$ cat config.mk
export PLATFORM = sky130hd
export DESIGN_NAME = adc_acq_wingen_multi
export DESIGN_NICKNAME = d
export VERILOG_FILES = /design/src/rtl/adc_acq_wingen_multi.sv
export SDC_FILE = /design/constraint.sdc
export NUM_CORES = 1
export LEC_CHECK = 0
export ABC_AREA = 1
export CAP_MARGIN = 20
export CELL_PAD_IN_SITES_DETAIL_PLACEMENT = 2
export CELL_PAD_IN_SITES_GLOBAL_PLACEMENT = 2
export CORE_UTILIZATION = 30
export CTS_BUF_LIST = sky130_fd_sc_hd__clkbuf_4
export DETAILED_ROUTE_END_ITERATION = 16
export GPL_TIMING_DRIVEN = 0
export PLACE_DENSITY = 0.78
export RECOVER_POWER = 50
export SLEW_MARGIN = 20
export SYNTH_ARGS = -nofsm -noshare
export SYNTH_HDL_FRONTEND = slang
export SYNTH_SLANG_ARGS = --single-unit
$ cat constraint.sdc
create_clock -name CLK -period 6.98 [get_ports CLK]
set_input_delay 1.745 -clock CLK [delete_from_list [all_inputs] [get_ports CLK]]
set_output_delay 1.745 -clock CLK [all_outputs]
set_load 0.1 [all_outputs]
$ cat src/rtl/adc_acq_wingen_multi.sv
// Multi-echo ADC acquisition window generator: per ACQ_WND rising edge, wait a delay, then enable the ADC for N*M cycles.
// Optional macro ADC_ACQ_TIMEOUT_EN adds a WAIT_WND timeout; without it TIMEOUT is tied low.
module adc_acq_wingen_multi #(
    parameter int DATABUS_WIDTH  = 32,
    parameter int ECHO_WIDTH     = 16,
    parameter int DECIM_WIDTH    = 8,
    parameter int TIMEOUT_CYCLES = 1000000
) (
    input  logic                     CLK,
    input  logic                     RESET,
    input  logic [DATABUS_WIDTH-1:0] ADC_INIT_DELAY,
    input  logic [DATABUS_WIDTH-1:0] SAMPLES_PER_ECHO,
    input  logic [ECHO_WIDTH-1:0]    ECHOES_PER_SCAN,
    input  logic [DECIM_WIDTH-1:0]   DECIM,
    input  logic                     ARM,
    input  logic                     ABORT,
    input  logic                     ACQ_WND,
    output logic                     ACQ_EN,
    output logic                     SAMPLE_STB,
    output logic [ECHO_WIDTH-1:0]    ECHO_IDX,
    output logic                     BUSY,
    output logic                     DONE,
    output logic                     MISSED_WND,
    output logic                     TIMEOUT
);

    typedef enum logic [2:0] {
        IDLE,
        WAIT_WND,
        DELAY,
        ACQ,
        END_ECHO
    } state_t;

    localparam logic [DATABUS_WIDTH-1:0] ONE_D = DATABUS_WIDTH'(1);
    localparam logic [ECHO_WIDTH-1:0]    ONE_E = ECHO_WIDTH'(1);
    localparam logic [DECIM_WIDTH-1:0]   ONE_M = DECIM_WIDTH'(1);

    state_t state;
    state_t state_next;

    logic sync1;
    logic sync2;
    logic sync_prev;
    logic wnd_edge;

    logic [DATABUS_WIDTH-1:0] lat_delay;
    logic [DATABUS_WIDTH-1:0] lat_samples;
    logic [ECHO_WIDTH-1:0]    lat_echoes;
    logic [DECIM_WIDTH-1:0]   lat_decim;

    logic [DATABUS_WIDTH-1:0] delay_cnt;
    logic [DATABUS_WIDTH-1:0] sample_cnt;
    logic [DECIM_WIDTH-1:0]   decim_cnt;
    logic [ECHO_WIDTH-1:0]    echo_idx;
    logic                     missed;
    logic                     timeout_hit;
    logic                     last_echo;
    logic                     arm_accept;

    // Two-flop synchroniser plus one history flop for rising-edge detection
    always_ff @(posedge CLK or posedge RESET) begin
        if (RESET) begin
            sync1     <= 1'b0;
            sync2     <= 1'b0;
            sync_prev <= 1'b0;
        end else begin
            sync1     <= ACQ_WND;
            sync2     <= sync1;
            sync_prev <= sync2;
        end
    end

    assign wnd_edge   = sync2 & ~sync_prev;
    assign last_echo  = ({1'b0, echo_idx} + {1'b0, ONE_E}) == {1'b0, lat_echoes};
    assign arm_accept = (state == IDLE) && ARM && !ABORT;

`ifdef ADC_ACQ_TIMEOUT_EN
    localparam int TO_W = (TIMEOUT_CYCLES > 1) ? $clog2(TIMEOUT_CYCLES + 1) : 1;
    localparam logic [TO_W-1:0] TO_LAST = TO_W'(TIMEOUT_CYCLES - 1);

    logic [TO_W-1:0] to_cnt;
    logic            timeout_flag;

    // Counts cycles spent in WAIT_WND; any exit clears it
    always_ff @(posedge CLK or posedge RESET) begin
        if (RESET) begin
            to_cnt       <= '0;
            timeout_flag <= 1'b0;
        end else begin
            if (state == WAIT_WND && state_next == WAIT_WND) begin
                to_cnt <= to_cnt + TO_W'(1);
            end else begin
                to_cnt <= '0;
            end
            if (arm_accept) begin
                timeout_flag <= 1'b0;
            end else if (state == WAIT_WND && !wnd_edge && timeout_hit && !ABORT) begin
                timeout_flag <= 1'b1;
            end
        end
    end

    assign timeout_hit = (to_cnt == TO_LAST);
    assign TIMEOUT     = timeout_flag;
`else
    assign timeout_hit = 1'b0;
    assign TIMEOUT     = 1'b0;
`endif

    // Next-state logic; ABORT overrides every transition out of a busy state
    always_comb begin
        state_next = state;
        case (state)
            IDLE: begin
                if (ARM) begin
                    state_next = WAIT_WND;
                end
            end
            WAIT_WND: begin
                if (wnd_edge) begin
                    state_next = (lat_delay == ONE_D) ? ACQ : DELAY;
                end else if (timeout_hit) begin
                    state_next = IDLE;
                end
            end
            DELAY: begin
                if (delay_cnt == ONE_D) begin
                    state_next = ACQ;
                end
            end
            ACQ: begin
                if (decim_cnt == ONE_M && sample_cnt == ONE_D) begin
                    state_next = END_ECHO;
                end
            end
            END_ECHO: begin
                state_next = last_echo ? IDLE : WAIT_WND;
            end
            default: begin
                state_next = IDLE;
            end
        endcase
        if (ABORT) begin
            state_next = IDLE;
        end
    end

    always_ff @(posedge CLK or posedge RESET) begin
        if (RESET) begin
            state <= IDLE;
        end else begin
            state <= state_next;
        end
    end

    // Parameter latching, nested sample/decimation countdown and status flags
    always_ff @(posedge CLK or posedge RESET) begin
        if (RESET) begin
            lat_delay   <= '0;
            lat_samples <= '0;
            lat_echoes  <= '0;
            lat_decim   <= '0;
            delay_cnt   <= '0;
            sample_cnt  <= '0;
            decim_cnt   <= '0;
            echo_idx    <= '0;
            missed      <= 1'b0;
        end else begin
            case (state)
                IDLE: begin
                    if (arm_accept) begin
                        lat_delay   <= (ADC_INIT_DELAY == '0)   ? ONE_D : ADC_INIT_DELAY;
                        lat_samples <= (SAMPLES_PER_ECHO == '0) ? ONE_D : SAMPLES_PER_ECHO;
                        lat_echoes  <= (ECHOES_PER_SCAN == '0)  ? ONE_E : ECHOES_PER_SCAN;
                        lat_decim   <= (DECIM == '0)            ? ONE_M : DECIM;
                        echo_idx    <= '0;
                        missed      <= 1'b0;
                    end
                end
                WAIT_WND: begin
                    if (wnd_edge) begin
                        delay_cnt  <= lat_delay - ONE_D;
                        sample_cnt <= lat_samples;
                        decim_cnt  <= lat_decim;
                    end
                end
                DELAY: begin
                    if (delay_cnt != ONE_D) begin
                        delay_cnt <= delay_cnt - ONE_D;
                    end
                end
                ACQ: begin
                    if (decim_cnt == ONE_M) begin
                        if (sample_cnt != ONE_D) begin
                            sample_cnt <= sample_cnt - ONE_D;
                            decim_cnt  <= lat_decim;
                        end
                    end else begin
                        decim_cnt <= decim_cnt - ONE_M;
                    end
                end
                END_ECHO: begin
                    if (!last_echo && !ABORT) begin
                        echo_idx <= echo_idx + ONE_E;
                    end
                end
                default: begin
                end
            endcase
            if (wnd_edge && (state == DELAY || state == ACQ || state == END_ECHO)) begin
                missed <= 1'b1;
            end
        end
    end

    assign ACQ_EN     = (state == ACQ);
    assign SAMPLE_STB = (state == ACQ) && (decim_cnt == ONE_M);
    assign DONE       = (state == END_ECHO) && last_echo && !ABORT;
    assign BUSY       = (state != IDLE);
    assign ECHO_IDX   = echo_idx;
    assign MISSED_WND = missed;

endmodule

# Yosys cells after proc, flatten, opt, wreduce, memory -nomap -nowiden
# Cells that the tools add are included.
[totals] output_inout_bits=22 in_bits=93 wordCells=102 regBits=183
[op_classes] n_reduce_logical=30 n_addsub=6 bitwise_logic=2 eq_ne=22 n_mux=29
[op_table] cell="$mux W32" count=7
[op_table] cell="$pmux W32 S2" count=2
[op_table] cell="$eq A32 B1 Y1 const B" count=3
[op_table] cell="$sub A32 B1 Y32 const B" count=3
[op_table] cell="$logic_not A32 Y1" count=2
[op_table] cell="$ne A32 B1 Y1 const B" count=2
[op_table] cell="$mux W16" count=3
[op_table] cell="$mux W8" count=4
[op_table] cell="$pmux W16 S2" count=1
[op_table] cell="$add A16 B1 Y17 const B" count=1
[op_table] cell="$eq A17 B16 Y1" count=1
[op_table] cell="$add A16 B1 Y16 const B" count=1
[op_table] cell="$logic_not A16 Y1" count=1
[op_table] cell="$pmux W8 S2" count=1
[op_table] cell="$mux W3" count=5
[op_table] cell="$pmux W3 S5" count=1
[op_table] cell="$reduce_bool A2 Y1" count=5
[op_table] cell="$ne A3 B3 Y1 const B" count=3
[op_table] cell="$reduce_and A3 Y1" count=3
[op_table] cell="$eq A8 B1 Y1 const B" count=1
[op_table] cell="$logic_and A1 B1 Y1" count=8
[op_table] cell="$logic_not A8 Y1" count=1
[op_table] cell="$ne A2 B2 Y1 const B" count=4
[op_table] cell="$reduce_and A4 Y1" count=2
[op_table] cell="14 further kinds" count=24

# Depth between registers and ports, before layout
[logic_depth] ltp_word=6 mapped_depth=17 ltp_nobuf=16

# Least setup slack after synthesis
# No wires, ideal clock.
[synth_timing] path_type="register to output" startpoint="register echo_idx[0], in the netlist ECHO_IDX[0]" endpoint="output DONE" t_arrival_ns=3.526 path_stages_with_launch=11 setup_slack_ns=1.709 n_path_buf=0 cell_sequence="dfrtp_1 ha_1 nand2_1 o21ai_0 nor2_1 nor2_1 nand3_1 nand3b_1 nor2_1 nand4_1 nor2_1"
[synth_between] elab_chain_cells=4
[synth_lines] element="from (decl)" line="55" rtl="logic [ECHO_WIDTH-1:0] echo_idx;"
[synth_lines] element="from (signal assigned)" line="205" rtl="echo_idx <= echo_idx + ONE_E;"
[synth_lines] element="$add A16 B1 Y17" line="75" rtl="assign last_echo = ({1'b0, echo_idx} + {1'b0, ONE_E}) == {1'b0, lat_echoes};"
[synth_lines] element="$eq A17 B16 Y1" line="75"
[synth_lines] element="$logic_and A1 B1 Y1 (2 in a row)" line="219" rtl="assign DONE = (state == END_ECHO) && last_echo && !ABORT;"
[synth_lines] element="to (decl)" line="22" rtl="output logic DONE,"
# No other way between the ends.

# Final worst setup path
[layout_timing] startpoint="register state[2]" endpoint="output ACQ_EN"
[layout_between] elab_chain_cells=1
[layout_lines] element="from (decl)" line="39" rtl="state_t state;"
[layout_lines] element="from (signal assigned)" line="153" rtl="state <= state_next;"
[layout_lines] element="$eq A3 B2 Y1" line="217" rtl="assign ACQ_EN = (state == ACQ);"
[layout_lines] element="to (decl)" line="18" rtl="output logic ACQ_EN,"
# No other way between the ends.

==> out/summary.md <==
The largest net degree at the start of global routing came out at 83. The checks that failed: design-rule violations, max-capacitance violations, max-slew violations. The Yosys step of the flow raised 0 warnings.

The async set or reset register ratio after synthesis was 1.000; the average vias per placed instance was 5.120. The run gives -0.4713 as the worst max-slew margin expressed relative to the limit. The first routing iteration left 463 violations.

TritonCTS built the clock tree. In this run the worst hold path is classified as flip-flop to flip-flop. The cell at the root of the clock tree was sky130_fd_sc_hd__clkbuf_4. Summed over all layers, the routed wires come to 43940 µm. At the end of the flow, the number of nets in the layout was 1808.

Total power for the finished layout comes to 5053 µW. Across all register-to-register paths, the minimum setup slack is 3.71 ns. The HPWL reported at the end of detailed placement was 33660 µm; the number of failing hold endpoints at the final stage was 0.

Maximum count of clock buffers along a single path: 2. The synthesized area was 10990 µm²; the synthesized flop and latch total was 183. The actual slew at the worst max-slew pin was 2.207 ns.

The total of hold buffers inserted after clock tree synthesis is 0. After filler insertion, the fill cell instance count of the layout stands at 4273. The worst path buffer plus inverter count was 4.

The library cell used most frequently in the layout, excluding fill and tap cells, is sky130_fd_sc_hd__nand2_1. On the final layout, the worst clock skew is 0.02563 ns. The power density relative to cell area is 388.3 nW/µm². After clock tree synthesis, the repair step resized 0 gates. The number of nets in the synthesized netlist is 1674.

For the post-synthesis cell type count, the log shows 49. Among all stages on the critical path, the largest delay is contributed by sky130_fd_sc_hd__clkdlybuf4s50_1. The worst setup path is captured at an output pin.

The clock insertion delay at the later pin of the skew report came out at 0.67 ns. The tools report the via count of the first global-routing pass as 12489. The die covers 37410 µm². The first global-routing pass estimated 70200 µm of wire. The congestion estimate from routability-driven global placement came to 0.8655. Capturing element of the worst setup path: ACQ_EN. Traced cell by cell, the critical path runs through nor2_1 > inv_1 > nor2_1 > clkbuf_1 > clkbuf_1 > clkdlybuf4s50_1. The worst-case IR drop observed on VDD is 0.1349 mV.

The fraction of post-synthesis cell area in the top cell type by area came out at 0.4167. The family with the most delay on the worst path is buffers and inverters. The area growth from synthesis to layout is 18.42%. The fraction of final layout cells with drive strength greater than 1 works out to 0.04305. The highest cell delay on the worst timing path is 1.24 ns. The die height came out at 193.4 µm. Setup violations remaining at the end of the flow were counted as 0.

In the layout the commonest cells are sky130_fd_sc_hd__nand2_1 (461), sky130_fd_sc_hd__nor2_1 (208), sky130_fd_sc_hd__dfrtp_1 (183), sky130_fd_sc_hd__inv_1 (149), sky130_fd_sc_hd__o21ai_0 (149). The routed length per instance was 20.11 µm. The number of antenna violations at the first check in global routing is 4.

The floorplan has 69 rows. In this run the worst path has a maximum fanout of 10. The smallest clock period supported by the final layout is computed as 6.172 ns. For the count of nets left with antenna violations after detail routing, the log shows 0. The run finished, with violations left. In the synthesized netlist the dominant register cell turns out to be sky130_fd_sc_hd__dfrtp_1. The total number of vias came out at 11187. After routing, the total negative slack on setup checks comes to 0 ns.

The logs give 0.3068 for the starting density of the core and 1.390 ns for the worst slack at placement. The core region is 35830 µm². The critical path is of the flip-flop to output pin type. The depth of the worst register-to-register path works out to 11. For this design the top-level I/O count stands at 115. The per-instance average area after synthesis is 6.991 µm².

Timing would allow up to 0.1620 GHz. In this run the critical register-to-register path is captured at sample_cnt[21]. The run gives 2 as the max-cap violation count. The pre-antenna-repair detailed-routing pass consisted of 11 iterations. Buffers inserted during clock tree synthesis total 17. Fraction of the yosys area taken by sequential cells: 0.4167.

STA classifies the critical path startpoint as a flip-flop. The number of placed instances, taps included, is 2148. Setup repair after global routing left no endpoint under its margin. The origin of the critical flop-to-flop path was state[2].

For the worst setup path, the data required time is 5.24 ns. The ratio of final minimum period to clock period was 0.8842. In the routed design, unresolved DRC markers number 6. Counting every instance in the synthesized netlist gives 1572.

The total clock sinks was 183. The synthesized design contains 0 enable-type register cells. The overall track demand over capacity in global routing is 0.2412.

The critical path starts at state[2]. The cell type with the highest aggregate area in the netlist is sky130_fd_sc_hd__dfrtp_1. In this run the static leakage power is 0.005877 µW.

By area the synthesized netlist is led by sky130_fd_sc_hd__dfrtp_1 (42%), sky130_fd_sc_hd__nand2_1 (16%), sky130_fd_sc_hd__nor2_1 (7.1%), sky130_fd_sc_hd__o21ai_0 (6.8%), sky130_fd_sc_hd__inv_1 (5.1%). Measured along the x axis, the die boundary spans 193.4 µm. The run gives 0 as the global-route congestion overflow total. Port buffering added 113 buffers. At the worst endpoint, the arrival time is 4.43 ns. In this run the number of H-tree levels came out at 4. The tools report the final max-slew violation count as 121.

Once routing completed, OpenROAD measured the worst setup slack at 0.8082 ns. The logs give 0 for the setup fix buffers added after clock tree synthesis and 2185 for the final cell count without fillers. The critical path crosses 6 cells after its start point. Clock-pin slew was measured on the worst setup and hold paths at 0.18 ns.
-- worst reg2reg max path: stages (launching register included) --
cell and delay (ns):
sky130_fd_sc_hd__dfrtp_1 0.49, sky130_fd_sc_hd__nor2_1 0.18, sky130_fd_sc_hd__inv_1 0.08, sky130_fd_sc_hd__nor2_1 0.65
sky130_fd_sc_hd__nand2_1 0.23, sky130_fd_sc_hd__inv_2 0.22, sky130_fd_sc_hd__nor2_1 0.06, sky130_fd_sc_hd__nand2_1 0.41
sky130_fd_sc_hd__inv_2 0.22, sky130_fd_sc_hd__clkbuf_1 0.32, sky130_fd_sc_hd__o21ai_0 0.18, sky130_fd_sc_hd__o22ai_1 0.12
-- final cells by class --
class / count / area, µm² / area share
antenna: 5 / 12.51 / 0.0009614
buffer: 50 / 211.5 / 0.01625
clock buffer: 18 / 135.1 / 0.01038
clock inverter: 14 / 142.6 / 0.01096
inverter: 155 / 583.1 / 0.04480
multi-input combinational: 1184 / 5610 / 0.4311
sequential: 183 / 4579 / 0.3519
tap: 461 / 576.8 / 0.04432
timing repair buffer: 115 / 1164 / 0.08941
-- worst min path at each step --
stage | start | endpoint | slack [ns] | cells after the start
2_1_floorplan | sync1 | sync2 | 0.33 | 0
3_3_place_gp | sync1 | sync2 | 0.33 | 0
3_5_place_dp | sync1 | sync2 | 0.35 | 0
4_1_cts | sync1 | sync2 | 0.38 | 0
5_1_grt | sync1 | sync2 | 0.38 | 0
6_report | sync1 | sync2 | 0.38 | 0
-- through the flow --
stage / area [µm²] / util / hold slack (ns)
after detailed placement: 12760 / 0.3562 / 0.3496
after CTS: 13040 / 0.3639 / 0.3763
after global placement: 12700 / 0.3544 / 0.3321
final: 13020 / 0.3633 / 0.3795
after floorplan: 10990 / - / 0.3312
after global routing: 13010 / 0.3631 / 0.3836
-- registers in the layout, summed over array words and instances (netlist names) --
register     flops
ECHO_IDX        16
sample_cnt      32
sync_prev        1
lat_decim        8
lat_echoes      16
sync1            1
lat_samples     32
decim_cnt        8
MISSED_WND       1
state            3
delay_cnt       32
sync2            1
lat_delay       32
-- Yosys cell counts (2+ instances only) --
master,number
sky130_fd_sc_hd__xor2_1,31
sky130_fd_sc_hd__buf_2,9
sky130_fd_sc_hd__and2_1,3
sky130_fd_sc_hd__inv_2,5
sky130_fd_sc_hd__inv_1,150
sky130_fd_sc_hd__nand2_1,460
sky130_fd_sc_hd__o31ai_1,5
sky130_fd_sc_hd__o311ai_0,3
sky130_fd_sc_hd__nor4_1,32
sky130_fd_sc_hd__a31oi_1,7
sky130_fd_sc_hd__o21bai_1,4
sky130_fd_sc_hd__ha_1,9
sky130_fd_sc_hd__clkbuf_1,38
sky130_fd_sc_hd__o21ai_0,149
sky130_fd_sc_hd__nand2_2,7
sky130_fd_sc_hd__nor3_1,16
sky130_fd_sc_hd__nand3_1,103
sky130_fd_sc_hd__nor2_1,207
sky130_fd_sc_hd__o211ai_1,6
sky130_fd_sc_hd__o22ai_1,11
sky130_fd_sc_hd__buf_4,2
sky130_fd_sc_hd__a21oi_1,46
sky130_fd_sc_hd__nand4_1,27
sky130_fd_sc_hd__dfrtp_1,183
sky130_fd_sc_hd__nor2_2,7
sky130_fd_sc_hd__nor2_4,3
sky130_fd_sc_hd__or2_2,3
sky130_fd_sc_hd__xnor2_1,10
sky130_fd_sc_hd__o21ai_1,10
sky130_fd_sc_hd__a41oi_1,2
sky130_fd_sc_hd__nand3b_1,4
sky130_fd_sc_hd__a22oi_1,3
-- metal layers --
layer,up-vias,part of all wire,track usage
met3,36,0.034,0.04114
met1,5576,0.47,0.3146
met4,2,0.014,0.06133
met2,171,0.48,0.4124
li1,5402,-,-
met5,-,0.00030,0
-- logic make-up after synthesis --
group	count (synthesis)	synth area share
AOI/OAI and AO/OA	250	0.1228
xor gates and xnor gates	42	0.03472
adders and majority gates	9	0.01025
buffers and inverters	205	0.07240
DFF	183	0.4167
other	1	0.0003412
and+or+nand+nor	882	0.3428
-- report_power, final --
part / switching, µW / internal, µW / total, µW
Sequential: 428 / 1510 / 1940
Clock: 445 / 191 / 637
Combinational: 1700 / 773 / 2470
Total: 2570 / 2480 / 5050
Note: power is estimated with default switching activity, not from simulation.
